$ cat src/rtl/apb_sram_ctrl.sv
// -----------------------------------------------------------------------------
// apb_sram_ctrl
// APB slave that bridges APB transfers onto one single-port synchronous SRAM
// macro (instantiated outside this block). Writes finish in the first access
// cycle. Reads insert wait states so that the transfer completes RD_LAT
// access cycles after setup. Byte-lane writes use pstrb. Misaligned and
// out-of-range accesses get an error response and never reach the SRAM.
//
// Ports
//   pclk, prstn          : clock (rising edge), synchronous active-low reset
//   psel/penable/pwrite  : APB control
//   paddr, pwdata, pstrb : APB byte address, write data, write byte strobes
//   pready/prdata/pslverr: APB response
//   mem_en/mem_we        : SRAM access strobe and write enable (1-cycle pulse)
//   mem_be/mem_addr      : SRAM byte enables and word address
//   mem_wdata/mem_rdata  : SRAM write and read data
// -----------------------------------------------------------------------------
module apb_sram_ctrl #(
  parameter int DATA_W = 32,
  parameter int ADDR_W = 12,
  parameter int DEPTH  = 1024,
  parameter int RD_LAT = 1,
  localparam int STRB_W = DATA_W / 8,
  localparam int LSB    = $clog2(STRB_W),
  localparam int MEM_AW = $clog2(DEPTH)
) (
  input  logic              pclk,
  input  logic              prstn,
  input  logic              psel,
  input  logic              penable,
  input  logic              pwrite,
  input  logic [ADDR_W-1:0] paddr,
  input  logic [DATA_W-1:0] pwdata,
  input  logic [STRB_W-1:0] pstrb,
  output logic              pready,
  output logic [DATA_W-1:0] prdata,
  output logic              pslverr,
  output logic              mem_en,
  output logic              mem_we,
  output logic [STRB_W-1:0] mem_be,
  output logic [MEM_AW-1:0] mem_addr,
  output logic [DATA_W-1:0] mem_wdata,
  input  logic [DATA_W-1:0] mem_rdata
);

  localparam int CNT_W = $clog2(RD_LAT + 1);
  localparam logic [ADDR_W-1:0] ALIGN_MASK = ADDR_W'(STRB_W - 1);

  typedef enum logic [1:0] {
    ST_IDLE = 2'd0,
    ST_WR   = 2'd1,
    ST_RD   = 2'd2,
    ST_ERR  = 2'd3
  } state_t;

  state_t              r_state;
  logic [CNT_W-1:0]    r_cnt;
  logic                r_mem_en;
  logic                r_mem_we;
  logic [STRB_W-1:0]   r_mem_be;
  logic [MEM_AW-1:0]   r_mem_addr;
  logic [DATA_W-1:0]   r_mem_wdata;

  logic [ADDR_W-1:0]   w_idx;
  logic                w_misalign;
  logic                w_range_err;
  logic                w_err;
  logic                w_pready;
  logic                w_pslverr;
  logic                w_decode;

  // Address decode: word index, alignment and range checks.
  assign w_idx       = paddr >> LSB;
  assign w_misalign  = |(paddr & ALIGN_MASK);
  assign w_range_err = ({1'b0, w_idx} >= (ADDR_W + 1)'(DEPTH));
  assign w_err       = w_misalign | w_range_err;

  // Response is a pure function of state and counter so it never depends
  // combinationally on the address or data buses. A read completes in the
  // access cycle where the counter is about to reach zero.
  assign w_pready  = (r_state == ST_WR) || (r_state == ST_ERR) ||
                     ((r_state == ST_RD) && (r_cnt == CNT_W'(1)));
  assign w_pslverr = (r_state == ST_ERR);

  // A setup cycle is accepted in IDLE or in the cycle that completes a transfer.
  assign w_decode = psel && !penable && ((r_state == ST_IDLE) || w_pready);

  assign pready    = w_pready;
  assign pslverr   = w_pslverr;
  assign prdata    = (w_pready && !w_pslverr) ? mem_rdata : {DATA_W{1'b0}};
  assign mem_en    = r_mem_en;
  assign mem_we    = r_mem_we;
  assign mem_be    = r_mem_be;
  assign mem_addr  = r_mem_addr;
  assign mem_wdata = r_mem_wdata;

  // Transfer FSM, wait-state counter and registered SRAM request.
  always_ff @(posedge pclk) begin
    if (!prstn) begin
      r_state     <= ST_IDLE;
      r_cnt       <= {CNT_W{1'b0}};
      r_mem_en    <= 1'b0;
      r_mem_we    <= 1'b0;
      r_mem_be    <= {STRB_W{1'b0}};
      r_mem_addr  <= {MEM_AW{1'b0}};
      r_mem_wdata <= {DATA_W{1'b0}};
    end else begin
      // SRAM strobes are single-cycle pulses; address/data/enables hold.
      r_mem_en <= 1'b0;
      r_mem_we <= 1'b0;
      if (w_decode) begin
        if (w_err) begin
          r_state <= ST_ERR;
          r_cnt   <= {CNT_W{1'b0}};
        end else if (pwrite) begin
          r_state     <= ST_WR;
          // All-zero strobes complete normally but never touch the SRAM.
          r_mem_en    <= |pstrb;
          r_mem_we    <= 1'b1;
          r_mem_be    <= pstrb;
          r_mem_addr  <= w_idx[MEM_AW-1:0];
          r_mem_wdata <= pwdata;
          r_cnt       <= {CNT_W{1'b0}};
        end else begin
          r_state    <= ST_RD;
          r_mem_en   <= 1'b1;
          r_mem_we   <= 1'b0;
          r_mem_be   <= {STRB_W{1'b1}};
          r_mem_addr <= w_idx[MEM_AW-1:0];
          r_cnt      <= CNT_W'(RD_LAT);
        end
      end else begin
        case (r_state)
          ST_IDLE: begin
            r_state <= ST_IDLE;
          end
          ST_WR, ST_ERR: begin
            r_state <= ST_IDLE;
          end
          ST_RD: begin
            // Dropping psel abandons the read; any SRAM data is discarded.
            if (!psel || (r_cnt == CNT_W'(1))) begin
              r_state <= ST_IDLE;
              r_cnt   <= {CNT_W{1'b0}};
            end else begin
              r_cnt <= r_cnt - CNT_W'(1);
            end
          end
          default: begin
            r_state <= ST_IDLE;
            r_cnt   <= {CNT_W{1'b0}};
          end
        endcase
      end
    end
  end

endmodule

$ cat config.mk
export PLATFORM = sky130hd
export DESIGN_NAME = apb_sram_ctrl
export DESIGN_NICKNAME = d
export VERILOG_FILES = /design/src/rtl/apb_sram_ctrl.sv
export SDC_FILE = /design/constraint.sdc
export NUM_CORES = 1
export LEC_CHECK = 0
export BUFFER_PORTS_ARGS = -buffer_cell sky130_fd_sc_hd__buf_2
export CAP_MARGIN = 0
export CORE_ASPECT_RATIO = 1.1
export CORE_UTILIZATION = 42
export CTS_BUF_LIST = sky130_fd_sc_hd__clkbuf_8
export DETAILED_ROUTE_END_ITERATION = 16
export PLACE_DENSITY = 0.88
export SLEW_MARGIN = 20
export SYNTH_ARGS = -nofsm -noshare
export SYNTH_HDL_FRONTEND = slang
export SYNTH_SLANG_ARGS = --single-unit
$ cat constraint.sdc
create_clock -name pclk -period 1.88 [get_ports pclk]
set_clock_uncertainty 0.05 [all_clocks]
set_input_delay 0.282 -clock pclk [delete_from_list [all_inputs] [get_ports pclk]]
set_output_delay 0.282 -clock pclk [all_outputs]
set_load 0.05 [all_outputs]
==> impl_metrics.toml <==
[die]
die_w_um = 72.7
floorplan.die_area_sq_um = 5810
initial_core_util_pct = 45.0
rows = 27
dieHeight_um = 79.8
core_sq_um = 5130
io_pins = 167

[global_routing]
grt_pass1_vias = 2145
grt_pass1_wl_mm = 9.18
antenna_found_initial = 0
grtUsageMet1_pct = 19.8
grt_max_degree = 51
top_usage_layer = "met2"
grt-ovfl-total = 0
use_met2_pct = 38.8
grt_usage_pct = 20.4
grt.met3_usage_pct = 7.07

[detailed_routing]
vias = 2343
drc = 0
wire_per_inst_um = 12.4
finalWirelength_mm = 6.21
drtIter0Drc = 43
via_per_inst = 4.68
first_pass_iters = 4
ant_nets = 0

[min_path]
min-delay-path-class = "in2reg"
min_from = "penable"

[critical_path]
end_kind = "primary output"
cp_max_fo = 16
critPathArrivalTime_ps = 1520
r2r_start = "r_state[1]"
critPathKind = "reg2out"
worstPathRequired_ps = 1550
worstSetupStartpoint = "r_state[1]"
cp-start-kind = "flip-flop"

[yosys]
synth-seq-area-share_pct = 44.2
synth_seq_cells = 51
synth_flop_cell = "dfxtp_1"
synth.cells.most_frequent = "92 x nand2_1, 51 x dfxtp_1, 46 x mux2i_1"
ys_top_cells_by_area = "dfxtp_1 44%, mux2i_1 20%, nand2_1 15%"
synth.most_common_cell = "nand2_1"
syn_avg_cell_area_sq_um = 8.60
syn-cell-area_sq_um = 2310
syn_inst = 269
ys.warnings.count = 0
synth_edf_count = 0
yosys.cell_types.count = 23
synthesis.nets = 354
yosysTopAreaCellShare_pct = 44.2
synth_top_area_cell = "dfxtp_1"
async_flop_share_pct = 0

[sta]
fin_crit_ps = 1850
finalSetupViolCount = 0
max_slew.worst_pin.slew_ps = 443
hold_viol = 0
final_max_slew_viol_count = 0
hold_ws_ps = 137
fmaxAchievable_ghz = 0.540
rsz0062_at_grt = "true"
relSlewSlack_pct = 70.4
fin_ws_ps = 28.0
period_share_pct = 98.5

[finish]
fin_nets = 513
syn2layout_area_growth_pct = 45.6
final_cell_area_sq_um = 3370
fin_cells = 501
drive_above_1_share_pct = 43.6
antenna_cells = 0

[run_status]
outcome = "finished clean"

[cts]
root_buffer = "clkbuf_8"
clk_latency_ps = 290
clock_sinks = 51
cts_buffer_depth = 2
cts_buffers = 5
clkSlewWorstSetupHoldPaths_ps = 90
htreeDepth = 2
cts_tree = "yes"
cts_hold_buffers = 0

[pwr]
p_total_w = 0.00219
cellLeakagePower_nw = 1.68
power_per_cell_area_nw_per_um2 = 649
irDropWorstVdd_uv = 431

[placement]
placed_cells = 492
placed_cell_area_sq_um = 3190
io_buffers = 166
dp_slack_ps = 215
finalWeightedCongestion = 0.786
hpwl_mm = 4.68

[job]
drv_cap = 0
[cells by family after synthesis]
group / count (synthesis) / share of synthesized area (%)
AND/OR/NAND/NOR: 137 / 27.8
flip-flops: 51 / 44.2
multiplexers: 46 / 19.9
buffers and inverters: 24 / 5.30
AO/OA/AOI/OAI: 11 / 2.87
[worst max-delay path, stage by stage, from the launching register on]
cell	delay (ps)
dfxtp_1	430
nand3b_1	120
o21ai_2	100
buf_6	170
and2_1	170
clkbuf_4	240
[sequential cells by signal, indices dropped and copies added (netlist names)]
name,cells
mem_wdata,32
mem_addr,10
mem_be,4
r_state,2
mem_en,1
mem_we,1
r_cnt,1
[path summary, 6_finish.rpt]
path,end,slack (ps),depth (start not counted)
setup / recovery,prdata[14],30,5
hold / removal,r_state[0],140,2
setup reg to reg,mem_wdata[24],280,4
hold reg to reg,mem_addr[5],410,2
[placed cells by master (no fill, tap or decap)]
master,count
dfxtp_1,49
nor4_4,1
nor3_1,1
inv_8,1
o31ai_1,1
dfxtp_2,2
inv_1,4
or4_1,1
buf_12,1
nand2b_1,2
o21ba_2,1
a21oi_1,2
buf_2,143
buf_6,2
nor3b_4,1
o41ai_1,1
o21ai_2,1
clkbuf_8,5
buf_4,18
clkinvlp_4,1
clkinv_4,1
nor4b_2,1
mux2i_1,46
o21ai_0,5
clkbuf_4,8
nor4_1,1
nor2_1,3
and2_1,33
nand2_1,92
nand3b_1,1
[area by class of cell]
| cell class | instances | area (sq um) |
|---|---|---|
| Multi-Input combinational cell | 194 | 1190 |
| Inverter | 4 | 15.0 |
| Clock inverter | 3 | 27.5 |
| Timing Repair Buffer | 172 | 953 |
| Tap cell | 72 | 90.1 |
| Fill cell | 456 | 1770 |
| Clock buffer | 5 | 68.8 |
| Sequential cell | 51 | 1020 |
[per-stage QoR]
stage | util (%) | TNS [ps]
floorplan | - | 0
global placement | 62.1 | 0
detailed placement | 62.1 | 0
CTS | 64.9 | 0
global route | 65.5 | -594
finish | 65.5 | 0
[what timing repair did]
item / 4_1_cts / 5_1_grt
endpoints found under the setup margin: 32 / 24
buffers inserted: 0 / 0
endpoints found under the hold margin: 0 / 0
gates resized for setup: 18 / 12
gates cloned: 0 / 1
[power by group]
part           switching [W]  total, W  internal, W
clock network       0.000380  0.000654     0.000274
registers          0.0000125   0.00111      0.00110
logic               0.000268  0.000419     0.000151
[metal layers]
layer  vias to the layer above  part of all wire (%)
met5                         -                     0
met4                         0                   2.4
met3                        15                    10
met2                       127                    51
met1                      1024                    36
li1                       1177                     -
(Power assumes the default switching activity.)
